<file path="src/rtl/cache_defs_pkg.sv">
// Shared definitions for the cache miss fill engine: state encodings, word size and
// block-offset helpers.
package cache_defs_pkg;

  typedef enum logic [1:0] {
    StIdle = 2'd0,
    StFill = 2'd1,
    StDone = 2'd2
  } fill_state_e;

  localparam int unsigned WordBytes = 2;

  function automatic int unsigned clog2(input int unsigned v);
    int unsigned r;
    r = 0;
    for (int unsigned i = 0; i < 32; i++) begin
      if ((64'd1 << i) < 64'(v)) r = i + 1;
    end
    return r;
  endfunction

  // Clears the byte-in-word and word-in-block bits of an address.
  function automatic logic [63:0] block_mask(input int unsigned words);
    return ~((64'd1 << (clog2(words) + clog2(WordBytes))) - 64'd1);
  endfunction

endpackage

</file>
<file path="src/rtl/wrap_counter.sv">
// Index counter that wraps modulo 2**Width, counting how many steps have been taken since
// the last load; saturates once a full lap is done.
module wrap_counter #(
  parameter int unsigned Width = 3
) (
  input  logic             clk_i,
  input  logic             rst_ni,
  input  logic             load_i,
  input  logic [Width-1:0] load_val_i,
  input  logic             en_i,
  output logic [Width-1:0] idx_o,
  output logic             last_o,
  output logic             done_o
);

  logic [Width-1:0] idx_q, idx_d;
  logic [Width:0]   cnt_q, cnt_d;

  always_comb begin
    idx_d = idx_q;
    cnt_d = cnt_q;
    if (load_i) begin
      idx_d = load_val_i;
      cnt_d = '0;
    end else if (en_i && !done_o) begin
      idx_d = idx_q + {{(Width-1){1'b0}}, 1'b1};
      cnt_d = cnt_q + {{Width{1'b0}}, 1'b1};
    end
  end

  always_ff @(posedge clk_i or negedge rst_ni) begin
    if (!rst_ni) begin
      idx_q <= '0;
      cnt_q <= '0;
    end else begin
      idx_q <= idx_d;
      cnt_q <= cnt_d;
    end
  end

  assign idx_o  = idx_q;
  assign done_o = cnt_q[Width];
  assign last_o = (cnt_q == {1'b0, {Width{1'b1}}});

endmodule

</file>
<file path="src/rtl/cache_fill_fsm.sv">
// Cache miss handler: fetches one block from pipelined memory, writes each word as it
// arrives, then writes the tag. Define CRIT_WORD_FIRST_EN to fetch the missing word first.
module cache_fill_fsm
  import cache_defs_pkg::*;
#(
  parameter int unsigned DataW = 16,
  parameter int unsigned AddrW = 16,
  parameter int unsigned Words = 8
) (
  input  logic                     clk_i,
  input  logic                     rst_ni,
  input  logic                     miss_detected_i,
  input  logic [AddrW-1:0]         miss_addr_i,
  input  logic                     mem_data_valid_i,
  input  logic [DataW-1:0]         mem_data_i,
  output logic                     fsm_busy_o,
  output logic                     mem_en_o,
  output logic [AddrW-1:0]         mem_addr_o,
  output logic                     write_data_array_o,
  output logic [clog2(Words)-1:0]  fill_word_o,
  output logic [DataW-1:0]         fill_data_o,
  output logic                     write_tag_array_o
);

  localparam int unsigned IdxW       = clog2(Words);
  localparam int unsigned ByteOffW   = clog2(WordBytes);
  localparam int unsigned BlockOffW  = IdxW + ByteOffW;
  localparam logic [63:0] BlockMask64 = block_mask(Words);
  localparam logic [AddrW-1:0] BlockMask = BlockMask64[AddrW-1:0];

  fill_state_e      state_q, state_d;
  logic [AddrW-1:0] base_q, base_d;
  logic [IdxW-1:0]  start_idx;
  logic [IdxW-1:0]  iss_idx, rcv_idx, addr_idx;
  logic             iss_load, iss_en, iss_done;
  logic             rcv_en, rcv_last, rcv_done;
  logic             unused_iss_last;
  logic             unused_addr_lsbs;

`ifdef CRIT_WORD_FIRST_EN
  assign start_idx = miss_addr_i[ByteOffW +: IdxW];
`else
  assign start_idx = '0;
`endif

  // Offset bits only feed the start index (if at all); the base keeps the block part.
  assign unused_addr_lsbs = ^miss_addr_i[BlockOffW-1:0];

  wrap_counter #(
    .Width (IdxW)
  ) u_issue_cnt (
    .clk_i      (clk_i),
    .rst_ni     (rst_ni),
    .load_i     (iss_load),
    .load_val_i (start_idx),
    .en_i       (iss_en),
    .idx_o      (iss_idx),
    .last_o     (unused_iss_last),
    .done_o     (iss_done)
  );

  wrap_counter #(
    .Width (IdxW)
  ) u_recv_cnt (
    .clk_i      (clk_i),
    .rst_ni     (rst_ni),
    .load_i     (iss_load),
    .load_val_i (start_idx),
    .en_i       (rcv_en),
    .idx_o      (rcv_idx),
    .last_o     (rcv_last),
    .done_o     (rcv_done)
  );

  // After the last issue the index has wrapped back to start; step back one to hold.
  assign addr_idx = iss_done ? (iss_idx - IdxW'(1)) : iss_idx;

  always_comb begin
    state_d            = state_q;
    base_d             = base_q;
    iss_load           = 1'b0;
    iss_en             = 1'b0;
    rcv_en             = 1'b0;
    fsm_busy_o         = 1'b0;
    mem_en_o           = 1'b0;
    mem_addr_o         = '0;
    write_data_array_o = 1'b0;
    fill_word_o        = '0;
    write_tag_array_o  = 1'b0;
    unique case (state_q)
      StIdle: begin
        if (miss_detected_i) begin
          state_d  = StFill;
          base_d   = miss_addr_i & BlockMask;
          iss_load = 1'b1;
        end
      end
      StFill: begin
        fsm_busy_o = 1'b1;
        mem_en_o   = !iss_done;
        iss_en     = !iss_done;
        mem_addr_o = base_q | (AddrW'(addr_idx) << ByteOffW);
        if (mem_data_valid_i && !rcv_done) begin
          write_data_array_o = 1'b1;
          fill_word_o        = rcv_idx;
          rcv_en             = 1'b1;
          if (rcv_last) state_d = StDone;
        end
      end
      StDone: begin
        fsm_busy_o        = 1'b1;
        write_tag_array_o = 1'b1;
        mem_addr_o        = base_q | (AddrW'(addr_idx) << ByteOffW);
        state_d           = StIdle;
      end
      default: state_d = StIdle;
    endcase
  end

  always_ff @(posedge clk_i or negedge rst_ni) begin
    if (!rst_ni) begin
      state_q <= StIdle;
      base_q  <= '0;
    end else begin
      state_q <= state_d;
      base_q  <= base_d;
    end
  end

  assign fill_data_o = mem_data_i;

endmodule

</file>
<file path="config.mk">
export PLATFORM = sky130hd
export DESIGN_NAME = cache_fill_fsm
export DESIGN_NICKNAME = d
export VERILOG_FILES = /design/src/rtl/cache_defs_pkg.sv /design/src/rtl/wrap_counter.sv /design/src/rtl/cache_fill_fsm.sv
export SDC_FILE = /design/constraint.sdc
export NUM_CORES = 1
export LEC_CHECK = 0
export CORE_MARGIN = 2
export CORE_UTILIZATION = 45
export DETAILED_ROUTE_END_ITERATION = 10
export GPL_TIMING_DRIVEN = 0
export PLACE_DENSITY = 0.82
export SLEW_MARGIN = 20
export SYNTH_ARGS = -nofsm -noshare
export SYNTH_HDL_FRONTEND = slang
export SYNTH_SLANG_ARGS = --single-unit
export TNS_END_PERCENT = 5
</file>
<file path="constraint.sdc">
create_clock -name clk_i -period 3.1 [get_ports clk_i]
set_input_delay 0.465 -clock clk_i [delete_from_list [all_inputs] [get_ports clk_i]]
set_output_delay 0.465 -clock clk_i [all_outputs]
set_load 0.1 [all_outputs]
</file>
==> results of run 1 <==
[state kept, by name, indices dropped and copies added (netlist names)]
name	flops
u_issue_cnt.cnt_q	4
state_q	2
base_q	12
u_recv_cnt.cnt_q	4
u_issue_cnt.idx_o	3
u_recv_cnt.idx_o	3
[metrics by stage]
step	instance area (µm²)	cells	setup slack [ps]
2_1_floorplan	1640	144	240
3_3_place_gp	2230	243	-22.2
3_5_place_dp	2220	243	-53.3
4_1_cts	2230	246	14.5
5_1_grt	2210	246	-103
6_report	2210	246	53.6
[timing repair]
action,4_1_cts,5_1_grt
hold endpoints to repair,0,0
hold buffers,0,0
resized for setup,16,26
setup endpoints to repair,15,18
[final timing paths]
| check | start | to | depth (start not counted) |
|---|---|---|---|
| max | state_q[0] | mem_addr_o[15] | 5 |
| min in group clk_i | base_q[4] | base_q[4] | 1 |
| min reg2reg | base_q[4] | base_q[4] | 1 |
| min | rst_ni | base_q[7] | 1 |
| max in group asynchronous | rst_ni | u_issue_cnt.cnt_q[0] | 1 |
| max reg2reg | state_q[1] | base_q[6] | 6 |
[placed cells by master (no fill, tap or decap), types with 3 or more instances in the layout]
master,count
inv_1,4
dfrtp_1,28
nor2_1,14
clkbuf_4,3
mux2_2,8
dlymetal6s2s_1,5
clkbuf_2,10
buf_6,4
ha_1,10
nand3b_1,3
and2_1,18
mux2_4,5
xor2_1,5
clkdlybuf4s50_1,32
xnor2_1,5
mux2i_1,4
clkdlybuf4s15_1,4
buf_4,18
[routing by layer]
metal  wire length [µm]  vias to the layer above  part of all wire, %  track usage (%)
li1                   -                      569                    -                -
met3                158                        9                  4.7             2.82
met5                  0                        -                    0                0
met1               1310                      587                   39             18.9
met4                 63                        0                  1.9             6.65
met2               1840                       37                   55             30.9
[critical path, cell delays in order, from the launching register on]
cell and delay, ps:
dfrtp_1 420, inv_1 100, ha_1 400, clkbuf_1 330, and2_1 180, clkdlybuf4s15_1 810
[layout make-up]
| class | count | area (µm²) | area share (%) |
|---|---|---|---|
| multi-input cells | 88 | 736 | 33.3 |
| clock buffers | 3 | 22.5 | 1.02 |
| repair buffers | 53 | 490 | 22.2 |
| well taps | 46 | 57.6 | 2.60 |
| flip-flops and latches | 28 | 701 | 31.7 |
| inverters | 4 | 15.0 | 0.679 |
| plain buffers | 24 | 189 | 8.55 |
[logic make-up after synthesis]
family / after synthesis / share of synthesized area (%)
buffers and inverters: 28 / 12.4
and+or+nand+nor: 43 / 15.2
AOI/OAI and AO/OA: 7 / 3.97
other: 1 / 0.229
adders and majority gates: 10 / 7.63
muxes: 17 / 12.5
DFF: 28 / 42.7
xor gates and xnor gates: 10 / 5.34
==> run summary, run 1 <==
Post-Syn Nets -> 190
Number of synthesized flops with an enable pin -> 0
Slew margin rel. -> 33.4%
Flip-flop and latch count after synthesis -> 28
Gp weighted congestion -> 0.740
Core Util, Final -> 64.7%
YS warnings -> 0
Clock buffer depth -> 2
Asr flop ratio synth -> 100%
TritonCTS clock tree -> done
RSZ-0062 raised after global routing -> yes
Port bufs -> 53
Period utilization -> 98.3%
Worst Setup Path Type -> flop to output port
Clk_skew -> 7.85 ps
Synth Flop Type -> dfrtp_1
Setup bufs post-CTS -> 0
Initial antenna violation count -> 0
Worst EP required -> 2630 ps
Die height -> 64.4 µm
Run status -> complete, no violations
Crit path DAT -> 2580 ps
GRT Residual Overflow -> 0
Worst skew pair latency -> 330 ps
Synth Area per Inst -> 11.4 µm²
Cell Rows -> 21
Period minus WS final -> 3050 ps
NumNets Final -> 248
Clock slew at reported path FFs -> 150 ps
Worst slew pin tran -> 996 ps
CTS Sinks -> 28
Core ar. -> 0.00342 mm²
Setup crit end kind -> output port
Cells after synthesis -> 144
GRT Util Overall -> 16.7%
Final ANT Viol Nets -> 0
Final Hold Viols -> 0
Commonest cells post-synth -> 28 x dfrtp_1, 18 x and2_1, 18 x buf_4
F_max -> 328 MHz
TritonCTS buffer count -> 3
DR vias -> 1202
P&R area growth vs syn -> 34.8%
Critical path launch point type -> flop
Setup violators final -> 0
Area share of the largest cell type after synthesis -> 42.7%
Final hold slack -> 117 ps
Clock root buffer -> clkbuf_4
Max-slew violations -> 0
Synth unique cells -> 27
First-pass GRT wire length -> 5.37 mm
Post-Synthesis Cell Area -> 0.00164 mm²
Sum of negative setup slack -> 0 ps
R2R Setup Slk -> 1490 ps
Filler instances -> 270
Horiz. Die Dim -> 64.4 µm
Layout cells sized above 1 -> 26.5%
Top post-synthesis cells by area -> dfrtp_1 43%, buf_4 8.2%, ha_1 7.6%
Largest area contributor in the netlist -> dfrtp_1
Top Ports -> 75
1st-iter DRT viols -> 39
Worst Path Max Fanout -> 10
DR DRC count -> 0
Largest net degree at the start of global routing -> 29
Seq/Total Area, Yosys -> 42.7%
Number of max-cap violations -> 0
Hold Path Class -> primary input to asynchronous set/reset pin
WL per Instance -> 13.7 µm
# diodes -> 0
H-tree Lvls -> 1
Router iterations before antenna repair -> 2
Dpl hpwl -> 2.60 mm
Top-count cell post-synth -> dfrtp_1
Die footprint -> 0.00414 mm²
Total wire length -> 3.37 mm
Avg Vias per Cell -> 4.89
Starting Density -> 48.0%
Number of global-route vias before repair -> 1196
Power of run 1 is left out: the tool's default activity adds up to more than one toggle a clock period on the data nets, which glitch-free logic cannot reach.
==> inputs of run 2 (changes only) <==
- CORE_ASPECT_RATIO: default -> 0.5
==> run 2 against run 1 <==
  * Global-route usage fell by 1.1 points
  * Clock skew shrank 3.7 ps
  * Register-to-register slack improved by 30 ps
  * Count of clock-buffer cells in the layout grew 1
  * Critical path depth unchanged
  * Worst setup slack gained 58 ps
  * Wire length down 3.4%
  * Sequential cell count did not move
  * Critical path type unchanged
  * Critical endpoint unchanged
==> run summary, run 2 (synthesis results as in run 1) <==
Worst Setup Path Type -> flop to output port
Cell Rows -> 15 (-29%)
DR DRC count -> 0 (unchanged)
# hold bufs at CTS -> 0 (unchanged)
Slowest cell on the critical path -> clkdlybuf4s15_1
Commonest non-fill, non-tap cell in the layout -> clkdlybuf4s50_1
WL per Instance -> 12.9 µm (-5.7%)
Clk_skew -> 4.18 ps (-3.68 ps)
Final Hold Viols -> 0 (unchanged)
Worst skew pair latency -> 280 ps (-50 ps)
Top Ports -> 75 (unchanged)
Setup bufs post-CTS -> 0 (unchanged)
GRT Util Overall -> 15.6% (-1.1 points)
Die height -> 46.7 µm (-27%)
Core ar. -> 0.00345 mm² (+1.1%)
Period minus WS final -> 2990 ps (-57.7 ps)
Setup crit end kind -> output port
Crit path DAT -> 2520 ps (-60 ps)
Number of max-cap violations -> 0 (unchanged)
Clock slew at reported path FFs -> 90 ps (-60 ps)
# diodes -> 0 (unchanged)
Worst slew pin tran -> 995 ps (-1.55 ps)
Die footprint -> 0.00417 mm² (+0.71%)
F_max -> 335 MHz (+1.9%)
First-pass GRT wire length -> 4.69 mm (-13%)
Setup violators final -> 0 (unchanged)
Gp weighted congestion -> 0.702 (-5.0%)
Hold Path Class -> primary input to asynchronous set/reset pin
RSZ-0062 raised after global routing -> no
Clock root buffer -> clkbuf_8
Starting Density -> 47.5% (-0.52 points)
Most frequent cells in the layout -> 37 x clkdlybuf4s50_1, 28 x dfrtp_1, 18 x and2_1, 18 x buf_4, 14 x nor2_1
TritonCTS buffer count -> 3 (unchanged)
CP delay by family, top -> buffers and inverters
Layout cells sized above 1 -> 22.4% (-4.1 points)
Crit-path max cell delay -> 830 ps (+20 ps)
Slew margin rel. -> 33.5% (+0.10 points)
Run status -> complete, no violations
H-tree Lvls -> 1 (unchanged)
P&R area growth vs syn -> 38.8%
Final ANT Viol Nets -> 0 (unchanged)
Initial antenna violation count -> 0 (unchanged)
Largest net degree at the start of global routing -> 29 (unchanged)
Critical path launch point type -> flop
Period utilization -> 96.4% (-1.9 points)
Max-slew violations -> 0 (unchanged)
CTS Sinks -> 28 (unchanged)
Reg with most FFs -> base_q
Router iterations before antenna repair -> 4 (+2)
NumNets Final -> 248 (unchanged)
Filler instances -> 287 (+6.3%)
1st-iter DRT viols -> 26 (-33%)
Clock buffer depth -> 2 (unchanged)
GRT Residual Overflow -> 0 (unchanged)
Worst Path Max Fanout -> 10 (unchanged)
Largest register FFs -> 12 (unchanged)
Total wire length -> 3.26 mm (-3.4%)
Number of global-route vias before repair -> 1073 (-10%)
Worst EP required -> 2630 ps (about the same)
DR vias -> 1177 (-2.1%)
Final hold slack -> 194 ps (+76.6 ps)
Avg Vias per Cell -> 4.67 (-4.4%)
CTS resizes -> 13 (-3)
CP Cell Sequence -> inv_1 -> ha_1 -> clkbuf_1 -> and2_1 -> clkdlybuf4s15_1
Dpl hpwl -> 2.48 mm (-4.5%)
Top Registers -> base_q (12), u_issue_cnt.cnt_q (4), u_recv_cnt.cnt_q (4)
Horiz. Die Dim -> 89.4 µm (+39%)
Port bufs -> 53 (unchanged)
TritonCTS clock tree -> done
Worst Path Buf+Inv -> 3 (unchanged)
==> run 2: cell count changes in the layout (fill, tap and decap cells not counted), sizes merged <==
cell	change
clkdlybuf4s15	-1
clkbuf	-8
dlygate4sd2	+8
clkdlybuf4s50	+5
dlymetal6s2s	-3
==> run 2: layer usage <==
| layer | track usage (%) | part of all wire [%] | vias to the layer above | wire length [µm] |
|---|---|---|---|---|
| met5 | 0 | 0 | - | 0 |
| met1 | 17.5 | 43 | 564 | 1400 |
| met4 | 5.37 | 0.83 | 0 | 27 |
| met3 | 4.66 | 6.9 | 2 | 225 |
| li1 | - | - | 567 | - |
| met2 | 28.9 | 49 | 44 | 1600 |
==> run 2: worst register-to-register path, cell delays in order, from the launching register on <==
cell     delay, ps
dfrtp_1        400
inv_1          150
ha_1           180
and2_1         130
buf_6          140
buf_6          170
mux2_4         310
==> run 2: final cells by class <==
cell class,count,area [µm²],area share [%]
multi-input cells,88,736,32.3
flip-flops and latches,28,701,30.8
repair buffers,53,518,22.7
plain buffers,24,189,8.30
well taps,51,63.8,2.80
clock buffers,4,55.1,2.42
inverters,4,15.0,0.659
==> run 2: through the flow <==
step / area, µm² / std cells / util, % / setup WS, ps / TNS [ps]
finish: 2280 / 252 / 65.9 / 111 / 0
global route: 2280 / 252 / 65.9 / 3.99 / 0
CTS: 2270 / 252 / 65.7 / 18.8 / 0
detailed placement: 2230 / 248 / 64.6 / -5.53 / -9.90
global placement: 2230 / 248 / 64.7 / -4.96 / -10.4
floorplan: 1640 / 144 / - / 240 / 0
==> run 2: path summary, 6_finish.rpt <==
check	slack (ps)	startpoint	cells after the start	endpoint
max	110	state_q[0]	5	mem_addr_o[15]
min	190	rst_ni	1	u_recv_cnt.idx_o[2]
max reg2reg	1520	state_q[1]	6	base_q[6]
min reg2reg	510	base_q[13]	1	base_q[13]
max in group asynchronous	2490	rst_ni	1	u_issue_cnt.idx_o[2]
min in group clk_i	510	base_q[13]	1	base_q[13]
Power of run 2 is left out for the same reason.
==> inputs of run 3 (changes only) <==
- CTS_BUF_LIST: default -> sky130_fd_sc_hd__clkbuf_8 sky130_fd_sc_hd__clkbuf_16
==> results of run 3 <==
Same layout as run 2: the final DEF is identical, and so are final timing and power.
Power of run 3 is left out for the same reason.
